**src/rtl/pipe_pkg.sv**
```systemverilog
// Shared pipeline types: fetch-state encoding, bubble instruction and the IF/ID payload.
package pipe_pkg;
  localparam int          XLEN      = 32;
  localparam logic [31:0] NOP_INSTR = 32'h0000_0013;

  typedef enum logic {FETCH = 1'b0, HOLD = 1'b1} fetch_state_e;

  typedef struct packed {
    logic [XLEN-1:0] pc;
    logic [XLEN-1:0] npc;
    logic [31:0]     instr;
    logic            valid;
  } ifid_t;
endpackage

```
**src/rtl/if_fetch_stage_if.sv**
```systemverilog
// Instruction-memory req/ack port: the fetch stage is master, memory is slave.
interface if_fetch_stage_if #(parameter int XLEN = pipe_pkg::XLEN);
  logic            imem_req;
  logic [XLEN-1:0] imem_addr;
  logic            imem_ack;
  logic [31:0]     imem_rdata;

  modport master (output imem_req, imem_addr, input imem_ack, imem_rdata);
  modport slave  (input imem_req, imem_addr, output imem_ack, imem_rdata);
endinterface

```
**src/rtl/if_skid_buf.sv**
```systemverilog
// One-entry {pc, instr} buffer catching an instruction that returns while IF/ID is stalled.
module if_skid_buf #(
  parameter int XLEN = pipe_pkg::XLEN
) (
  input  logic            clk,
  input  logic            reset,
  input  logic            load,
  input  logic            clear,
  input  logic [XLEN-1:0] pc_in,
  input  logic [31:0]     instr_in,
  output logic            full,
  output logic [XLEN-1:0] pc,
  output logic [31:0]     instr
);
  // Only the full flag needs a reset; the payload is qualified by it.
  always_ff @(posedge clk) begin
    if (reset || clear) begin
      full <= 1'b0;
    end else if (load) begin
      full  <= 1'b1;
      pc    <= pc_in;
      instr <= instr_in;
    end
  end
endmodule

```
**src/rtl/if_fetch_stage.sv**
```systemverilog
// Instruction fetch stage: owns the PC, drives the imem req/ack port, and holds the IF/ID register.
module if_fetch_stage #(
  parameter int              XLEN      = pipe_pkg::XLEN,
  parameter logic [XLEN-1:0] RESET_PC  = '0,
  parameter logic [31:0]     NOP_INSTR = pipe_pkg::NOP_INSTR
) (
  input  logic               clk,
  input  logic               reset,
  input  logic               stall,
  input  logic               flush,
  input  logic [XLEN-1:0]    branch_target,
  if_fetch_stage_if.master   imem,
  output logic [XLEN-1:0]    pc_out,
  output logic [XLEN-1:0]    npc_out,
  output logic [31:0]        instr_out,
  output logic               valid_out
);
  import pipe_pkg::*;

  fetch_state_e    state_q;
  logic [XLEN-1:0] pc_q, redir_q, pc_inc;
  logic            redirect_pend;
  ifid_t           ifid_q;

  logic            ack_fetch, skid_load, skid_clear, skid_full;
  logic [XLEN-1:0] skid_pc;
  logic [31:0]     skid_instr;

  assign ack_fetch      = imem.imem_ack && (state_q == FETCH);
  assign pc_inc         = pc_q + XLEN'(4);
  assign imem.imem_req  = (state_q == FETCH) && !reset;
  assign imem.imem_addr = pc_q;

  assign skid_load  = !reset && !flush && ack_fetch && !redirect_pend && stall;
  assign skid_clear = reset || flush || ((state_q == HOLD) && !stall);

  if_skid_buf #(.XLEN(XLEN)) u_skid (
    .clk      (clk),
    .reset    (reset),
    .load     (skid_load),
    .clear    (skid_clear),
    .pc_in    (pc_q),
    .instr_in (imem.imem_rdata),
    .full     (skid_full),
    .pc       (skid_pc),
    .instr    (skid_instr)
  );

  always_ff @(posedge clk) begin
    if (reset) begin
      pc_q          <= RESET_PC;
      redir_q       <= '0;
      redirect_pend <= 1'b0;
      state_q       <= FETCH;
      ifid_q        <= '{pc: '0, npc: '0, instr: NOP_INSTR, valid: 1'b0};
    end else if (flush) begin
      ifid_q.instr <= NOP_INSTR;
      ifid_q.valid <= 1'b0;
      // An outstanding request cannot be withdrawn: remember the target and drop its data later.
      if ((state_q == FETCH) && !imem.imem_ack) begin
        redirect_pend <= 1'b1;
        redir_q       <= branch_target;
      end else begin
        redirect_pend <= 1'b0;
        pc_q          <= branch_target;
        state_q       <= FETCH;
      end
    end else if (state_q == FETCH) begin
      if (ack_fetch && redirect_pend) begin
        pc_q          <= redir_q;
        redirect_pend <= 1'b0;
        if (!stall) begin
          ifid_q.instr <= NOP_INSTR;
          ifid_q.valid <= 1'b0;
        end
      end else if (ack_fetch) begin
        pc_q <= pc_inc;
        if (!stall) ifid_q  <= '{pc: pc_q, npc: pc_inc, instr: imem.imem_rdata, valid: 1'b1};
        else        state_q <= HOLD;
      end else if (!stall) begin
        ifid_q.instr <= NOP_INSTR;
        ifid_q.valid <= 1'b0;
      end
    end else if (!stall && skid_full) begin
      ifid_q  <= '{pc: skid_pc, npc: skid_pc + XLEN'(4), instr: skid_instr, valid: 1'b1};
      state_q <= FETCH;
    end
  end

  assign pc_out    = ifid_q.pc;
  assign npc_out   = ifid_q.npc;
  assign instr_out = ifid_q.instr;
  assign valid_out = ifid_q.valid;
endmodule

```
**src/flat_wrapper.sv**
```systemverilog
// flat-port wrapper written by rule: the top's interface ports become plain ports
module if_fetch_stage_flat import pipe_pkg::*;
#(
  parameter int              XLEN      = pipe_pkg::XLEN,
  parameter logic [XLEN-1:0] RESET_PC  = '0,
  parameter logic [31:0]     NOP_INSTR = pipe_pkg::NOP_INSTR
)
  (clk, reset, stall, flush, branch_target, pc_out, npc_out, instr_out, valid_out, imem_imem_req, imem_imem_addr, imem_imem_ack, imem_imem_rdata);
  if_fetch_stage_if #(.XLEN(XLEN)) imem_i ();
  input  logic clk;
  input  logic reset;
  input  logic stall;
  input  logic flush;
  input  logic [XLEN-1:0] branch_target;
  output logic [XLEN-1:0] pc_out;
  output logic [XLEN-1:0] npc_out;
  output logic [31:0] instr_out;
  output logic valid_out;
  output wire logic [$bits(imem_i.imem_req)-1:0] imem_imem_req;
  output wire logic [$bits(imem_i.imem_addr)-1:0] imem_imem_addr;
  input wire logic [$bits(imem_i.imem_ack)-1:0] imem_imem_ack;
  input wire logic [$bits(imem_i.imem_rdata)-1:0] imem_imem_rdata;
  assign imem_imem_req = imem_i.imem_req;
  assign imem_imem_addr = imem_i.imem_addr;
  assign imem_i.imem_ack = imem_imem_ack;
  assign imem_i.imem_rdata = imem_imem_rdata;
  if_fetch_stage #(.XLEN(XLEN), .RESET_PC(RESET_PC), .NOP_INSTR(NOP_INSTR)) u_core (.clk(clk), .reset(reset), .stall(stall), .flush(flush), .branch_target(branch_target), .imem(imem_i), .pc_out(pc_out), .npc_out(npc_out), .instr_out(instr_out), .valid_out(valid_out));
endmodule
```
**config.mk**
```make
export PLATFORM = sky130hd
export DESIGN_NAME = if_fetch_stage_flat
export DESIGN_NICKNAME = d
export VERILOG_FILES = /design/src/rtl/pipe_pkg.sv /design/src/rtl/if_fetch_stage_if.sv /design/src/rtl/if_skid_buf.sv /design/src/rtl/if_fetch_stage.sv /design/src/flat_wrapper.sv
export SDC_FILE = /design/constraint.sdc
export NUM_CORES = 1
export LEC_CHECK = 0
export CAP_MARGIN = 20
export CORE_AREA = 5 5 160 162
export CTS_CLUSTER_DIAMETER = 60
export DETAILED_ROUTE_END_ITERATION = 16
export DIE_AREA = 0 0 165 167
export PLACE_DENSITY = 0.68
export SLEW_MARGIN = 20
export SYNTH_ARGS = -nofsm -noshare
export SYNTH_HDL_FRONTEND = slang
export SYNTH_HIERARCHICAL = 1
export SYNTH_SLANG_ARGS = --single-unit
export TNS_END_PERCENT = 10
```
**constraint.sdc**
```tcl
create_clock -name clk -period 6.9 [get_ports clk]
set_clock_uncertainty 0.05 [all_clocks]
set_input_delay 2.07 -clock clk [delete_from_list [all_inputs] [get_ports clk]]
set_output_delay 2.07 -clock clk [all_outputs]
set_load 0.02 [all_outputs]
```
==> out/metrics.yaml, run 1 <==
status:
  status: "finished, final reports clean"
sta:
  slew_violations: 0
  rsz0062_at_grt: "no"
  finalCritPeriodShare: 0.735
  relSlewSlack: 0.369
  finalCriticalPeriod_ns: 5.07
  fin_tns_setup_ns: 0
  final-setup-viol-count: 0
  hold_viol_final: 0
  tightest_slew_ns: 0.921
  whs_ns: 0.398
  clock.fmax_ghz: 0.197
clocking:
  cts_max_level: 1
  cts-resized-gates: 0
  cts_tree: "done"
  numCtsBuffers: 26
  clk_latency_ns: 0.53
  clk_path_buf_depth: 3
  cts-root-buf: "clkbuf_16"
  post-cts-setup-buffer-count: 0
  hold_buffers: 0
  cts.clk_slew.worst_paths_ns: 0.06
  clkSinkCount: 226
yosys:
  synthesis.area_mm2: 0.0106
  synth_top_family_by_area: "simple AND/OR/NAND/NOR gates"
  synth_top_area_share: 0.305
  synth_flop_cell: "dfxtp_1"
  ys_types: 73
  synth_cells: 1179
  synthTopCellsByCount: "dfxtp_1 (162), nand2_1 (155), nor2_1 (102), a21oi_1 (90), edfxtp_1 (64)"
  synth-warning-count: 6
  postSynthAreaPerCell_um2: 9.01
  async_flop_share: 0
  synth_fa_ha_area_frac: 0.00235
  synth-seq-cells: 226
  synth_compound_area_frac: 0.197
  synth_most_common_cell: "dfxtp_1"
  synth.mux.area_fraction: 0.0359
  synth_nets: 1250
  ys_seq_area_frac: 0.486
  yosys-top-cells-area: "dfxtp_1 (31%), edfxtp_1 (18%), nand2_1 (5.5%)"
  synth-edff-count: 64
  yosys.area.top_type: "dfxtp_1"
  synthXorXnorAreaFrac: 0.0288
  synth-simple-area-share: 0.201
setup_path:
  reg2reg_to: "u_core/imem.imem_addr[28]"
  start_kind: "input port"
  rrSetupSlack_ns: 3.48
  cp.required_ns: 4.78
  crit_fanout: 2
  cp-end-kind: "output pin"
  r2r_cells: 6
  worstSetupPathType: "in2out"
  rr_startpoint: "u_core/state_q"
  arrival_ns: 2.95
routing:
  dr.pass1.iters: 5
  vias_per_cell: 5.81
  via_count: 9655
  wirelength_mm: 32.7
  drt_iter0_drc: 1008
  wl_per_cell_um: 19.7
  remaining_drc_errors: 0
  ant_nets: 0
die:
  die_x_um: 165
  placementRows: 57
  core_region_area_mm2: 0.0240
  dieHeight_um: 167
  io_pins: 199
  dieArea_mm2: 0.0276
  start_util: 0.444
global_routing:
  grt_util_all_layers: 0.229
  grt_pass1_vias: 9124
  antenna_found_initial: 0
  overflow: 0
  grt_max_degree: 60
  grt_pass1_wl_mm: 51.4
min_path:
  whs_path_depth: 2
  holdCritPathClass: "reg2reg"
  hp-start: "u_core/redir_q[26]"
  hold_end: "u_core/redir_q[26]"
power:
  p_leak_nw: 4.51
  p_per_area_mw_per_mm2: 240
  ir_worst_vdd_v: 0.000142
final_layout:
  fin_util: 0.568
  fillCellCount: 2200
  syn2layout_area_growth_pct: 28.1
  nets: 1389
  drive_above_1_share: 0.0605
  multi_input_area_mm2: 0.00497
  regArea_mm2: 0.00517
  antenna_cells: 0
placed_design:
  io_buffers: 198
  dp_hpwl_mm: 22.7
  gp_congestion: 0.910
flow_run:
  cap_violations: 0
## cell families (layout without fill, tap and decap cells)
family          count (synthesis)  in the layout
mux                            38             38
simple gates                  445            445
flops                         226            226
buf+inv                       117            276
xor+xnor                       35             35
fa+ha+maj                       2              2
compound gates                316            316
## worst max-delay path by stage
stage                                   endpoint  slack (ns)     startpoint
after global placement        u_core/npc_out[16]        1.74  imem_imem_ack
after floorplan           u_core/u_skid/instr[0]        0.82  imem_imem_ack
after detailed placement      u_core/npc_out[16]        1.67  imem_imem_ack
after CTS                          imem_imem_req        1.81          reset
after global routing               imem_imem_req        1.81          reset
final                              imem_imem_req        1.83          reset
## registers in the layout, indices dropped and copies added, names as in the netlist
name and count:
u_core/redirect_pend 1, u_core/u_skid/full 1, u_core/u_skid/pc 32, u_core/instr_out 32, u_core/u_skid/instr 32, u_core/imem.imem_addr 32, u_core/state_q 1, u_core/npc_out 30
u_core/redir_q 32, u_core/valid_out 1, u_core/pc_out 32
## critical path: stages
cell             delay (ns)
buf_4                  0.11
nor2_1                 0.09
clkdlybuf4s50_1        0.68
## cell type report
type | instances | area share
Timing Repair Buffer | 214 | 0.155
Inverter | 14 | 0.00386
Clock inverter | 15 | 0.0117
Tap cell | 324 | 0.0298
Sequential cell | 226 | 0.380
Clock buffer | 33 | 0.0542
Multi-Input combinational cell | 836 | 0.365
## routing by layer
| layer | vias to the layer above | track usage | wire length [µm] | part of all wire |
|---|---|---|---|---|
| met5 | - | 0 | 0 | 0 |
| met4 | 0 | 0.0495 | 582 | 0.018 |
| met3 | 50 | 0.0391 | 2670 | 0.082 |
| met2 | 390 | 0.355 | 15000 | 0.46 |
| met1 | 4618 | 0.335 | 14400 | 0.44 |
| li1 | 4597 | - | - | - |
## power by group
group / internal [mW] / total [mW] / switching [mW]
clock: 0.838 / 1.40 / 0.559
combinational: 0.174 / 0.396 / 0.221
sequential: 1.41 / 1.47 / 0.0628
## through the flow
step	power, mW	cells	cell area, µm²	worst slack, ns
after floorplan	1.71	1179	10600	0.819
after global placement	1.89	1613	12700	1.74
after detailed placement	1.89	1614	12700	1.67
after CTS	3.29	1662	13600	1.81
after global routing	3.39	1662	13600	1.81
final	3.27	1662	13600	1.83
## layout by cell type, fill, tap and decap left out, types with 12 or more instances in the layout
| master | Yosys | final |
|---|---|---|
| nand3_1 | 46 | 46 |
| xnor2_1 | 26 | 26 |
| nor4_1 | 13 | 13 |
| buf_4 | 5 | 15 |
| nor2_1 | 102 | 102 |
| o211ai_1 | 21 | 21 |
| a211oi_1 | 34 | 34 |
| nor3_1 | 38 | 38 |
| nand4_1 | 20 | 20 |
| a22o_1 | 20 | 20 |
| clkbuf_16 | 0 | 27 |
| dfxtp_1 | 162 | 161 |
| nand2_1 | 155 | 155 |
| o21ai_0 | 55 | 55 |
| a22oi_1 | 23 | 23 |
| a21oi_1 | 90 | 90 |
| inv_1 | 13 | 13 |
| and3_1 | 12 | 12 |
| clkdlybuf4s50_1 | 0 | 196 |
| edfxtp_1 | 64 | 64 |
| mux2i_1 | 37 | 37 |
Power figures use the tool's default switching activity.
==> inputs of run 2 (changes only) <==
--- a/config.mk
+++ b/config.mk
@@ -10,7 +10,7 @@
 export CTS_CLUSTER_DIAMETER = 60
 export DETAILED_ROUTE_END_ITERATION = 16
 export DIE_AREA = 0 0 165 167
-export PLACE_DENSITY = 0.68
+export PLACE_DENSITY = 0.71
 export SLEW_MARGIN = 20
 export SYNTH_ARGS = -nofsm -noshare
 export SYNTH_HDL_FRONTEND = slang
==> constraint.sdc (replaced) <==
create_clock -name clk -period 4.54 [get_ports clk]
set_clock_uncertainty 0.05 [all_clocks]
set_input_delay 1.362 -clock clk [delete_from_list [all_inputs] [get_ports clk]]
set_output_delay 1.362 -clock clk [all_outputs]
set_load 0.02 [all_outputs]
==> out/metrics.yaml, run 2 (synthesis results as in run 1) <==
clocking:
  numCtsBuffers: 26  # unchanged
  cts-resized-gates: 0  # unchanged
  clk_latency_ns: 0.53  # about the same
  cts_max_level: 1  # unchanged
  cts-root-buf: "clkbuf_16"
  clkSinkCount: 226  # unchanged
  cts_tree: "done"
  cts.clk_slew.worst_paths_ns: 0.06  # about the same
  hold_buffers: 0  # unchanged
  clk_path_buf_depth: 3  # unchanged
  post-cts-setup-buffer-count: 0  # unchanged
setup_path:
  crit_fanout: 33  # +31
  arrival_ns: 2.33  # -0.62 ns
  worstSetupPathType: "in2out"
  slowest_delay_ns: 0.61  # -0.07 ns
  path_buf_inv: 2  # unchanged
  cp-end-kind: "output pin"
  crit_chain: "buf_4 > nor2_1 > clkdlybuf4s50_1"
  start_kind: "input port"
  cp.required_ns: 3.13  # -1.65 ns
  crit_path_top_delay_cell: "clkdlybuf4s50_1"
  cp_top_family: "buffers and inverters"
global_routing:
  grt_util_all_layers: 0.226  # -0.00264
  overflow: 0  # unchanged
  grt_max_degree: 72  # +20%
  grt_pass1_vias: 8912  # -2.3%
  grt_pass1_wl_mm: 50.6  # -1.7%
  antenna_found_initial: 1  # +1
sta:
  clock.fmax_ghz: 0.267
  hold_viol_final: 0  # unchanged
  tightest_slew_ns: 1.10  # +0.183 ns
  finalCritPeriodShare: 0.825
  final-setup-viol-count: 0  # unchanged
  slew_violations: 0  # unchanged
  relSlewSlack: 0.258  # -0.111
  fin_tns_setup_ns: 0  # unchanged
  rsz0062_at_grt: "no"
  finalCriticalPeriod_ns: 3.74
final_layout:
  antenna_cells: 0  # unchanged
  final_common_cell: "clkdlybuf4s50_1"
  fillCellCount: 2215  # +0.68%
  layoutNonFillerInstCount: 1668  # +0.36%
  nets: 1397  # +0.58%
  layout_common_cells: "clkdlybuf4s50_1 (196), dfxtp_1 (161), nand2_1 (155)"
  drive_above_1_share: 0.0573  # -0.00325
  syn2layout_area_growth_pct: 27.3
die:
  placementRows: 57  # unchanged
  dieHeight_um: 167  # unchanged
  io_pins: 199  # unchanged
  dieArea_mm2: 0.0276  # unchanged
  start_util: 0.444  # unchanged
  core_region_area_mm2: 0.0240  # unchanged
  die_x_um: 165  # unchanged
routing:
  via_count: 9753  # +1.0%
  ant_nets: 0  # unchanged
  wirelength_mm: 32.9  # +0.62%
  wl_per_cell_um: 19.7  # +0.26%
  vias_per_cell: 5.85  # +0.65%
  dr.pass1.iters: 6  # +1
  drt_iter0_drc: 1143  # +13%
  remaining_drc_errors: 0  # unchanged
power:
  ir_worst_vdd_v: 0.000281  # +98%
  total_power_mw: 4.78  # +46%
  p_per_area_mw_per_mm2: 353  # +47%
  p_leak_nw: 4.47  # -0.74%
placed_design:
  io_buffers: 198  # unchanged
  gp_congestion: 0.928  # +2.0%
  dp_hpwl_mm: 23.0  # +1.6%
  dpl.cell_count: 1622  # +0.50%
min_path:
  holdCritPathClass: "reg2reg"
status:
  status: "finished, final reports clean"
flow_run:
  cap_violations: 0  # unchanged
## run 2: cell count changes in the layout (fill, tap and decap cells not counted), moves of 2 or more
cell       before  now
buf_4          15   25
clkbuf_1        2   13
clkinv_4        3    1
bufinv_16       2    0
clkinv_2        5    1
## run 2: worst paths after layout
check,startpoint,end,slack [ns],depth (start not counted)
max reg2reg,u_core/state_q,u_core/npc_out[26],1.50,5
max,reset,imem_imem_req,0.80,3
min reg2reg,u_core/redir_q[23],u_core/redir_q[23],0.40,2
min,u_core/redir_q[23],u_core/redir_q[23],0.40,2
## run 2: per-stage QoR
| step | hold slack [ns] | worst slack, ns | utilization | area (µm²) |
|---|---|---|---|---|
| 4_1_cts | 0.402 | 0.789 | 0.565 | 13500 |
| 6_report | 0.398 | 0.797 | 0.565 | 13500 |
| 2_1_floorplan | 0.382 | 0.0336 | - | 10600 |
| 3_3_place_gp | 0.387 | 0.541 | 0.532 | 12800 |
| 5_1_grt | 0.418 | 0.741 | 0.565 | 13500 |
| 3_5_place_dp | 0.394 | 0.482 | 0.532 | 12800 |
## run 2: layout make-up
| cell class | instances | area (µm²) | area share |
|---|---|---|---|
| clock inverters | 4 | 33.8 | 0.00250 |
| flip-flops and latches | 226 | 5170 | 0.382 |
| well taps | 324 | 405 | 0.0300 |
| clock buffers | 42 | 741 | 0.0548 |
| multi-input cells | 836 | 4970 | 0.368 |
| inverters | 14 | 52.6 | 0.00388 |
| repair buffers | 222 | 2150 | 0.159 |
## run 2: worst reg2reg max path: stages, from the launching register on
cell and delay [ns]:
dfxtp_4 0.51, buf_4 0.42, or3b_1 0.56, nor4_1 0.88, o21ai_0 0.34, o211ai_1 0.19
## run 2: layer usage
| layer | vias to the layer above | GRT usage | wire [µm] |
|---|---|---|---|
| li1 | 4607 | - | - |
| met1 | 4598 | 0.316 | 14000 |
| met2 | 477 | 0.360 | 15100 |
| met3 | 69 | 0.0418 | 2960 |
| met4 | 2 | 0.0622 | 829 |
| met5 | - | 0 | 13 |
## run 2: power breakdown
part	internal (mW)	switching (mW)
Clock	1.11	0.818
Sequential	2.14	0.0972
Combinational	0.268	0.340
Total	3.52	1.25
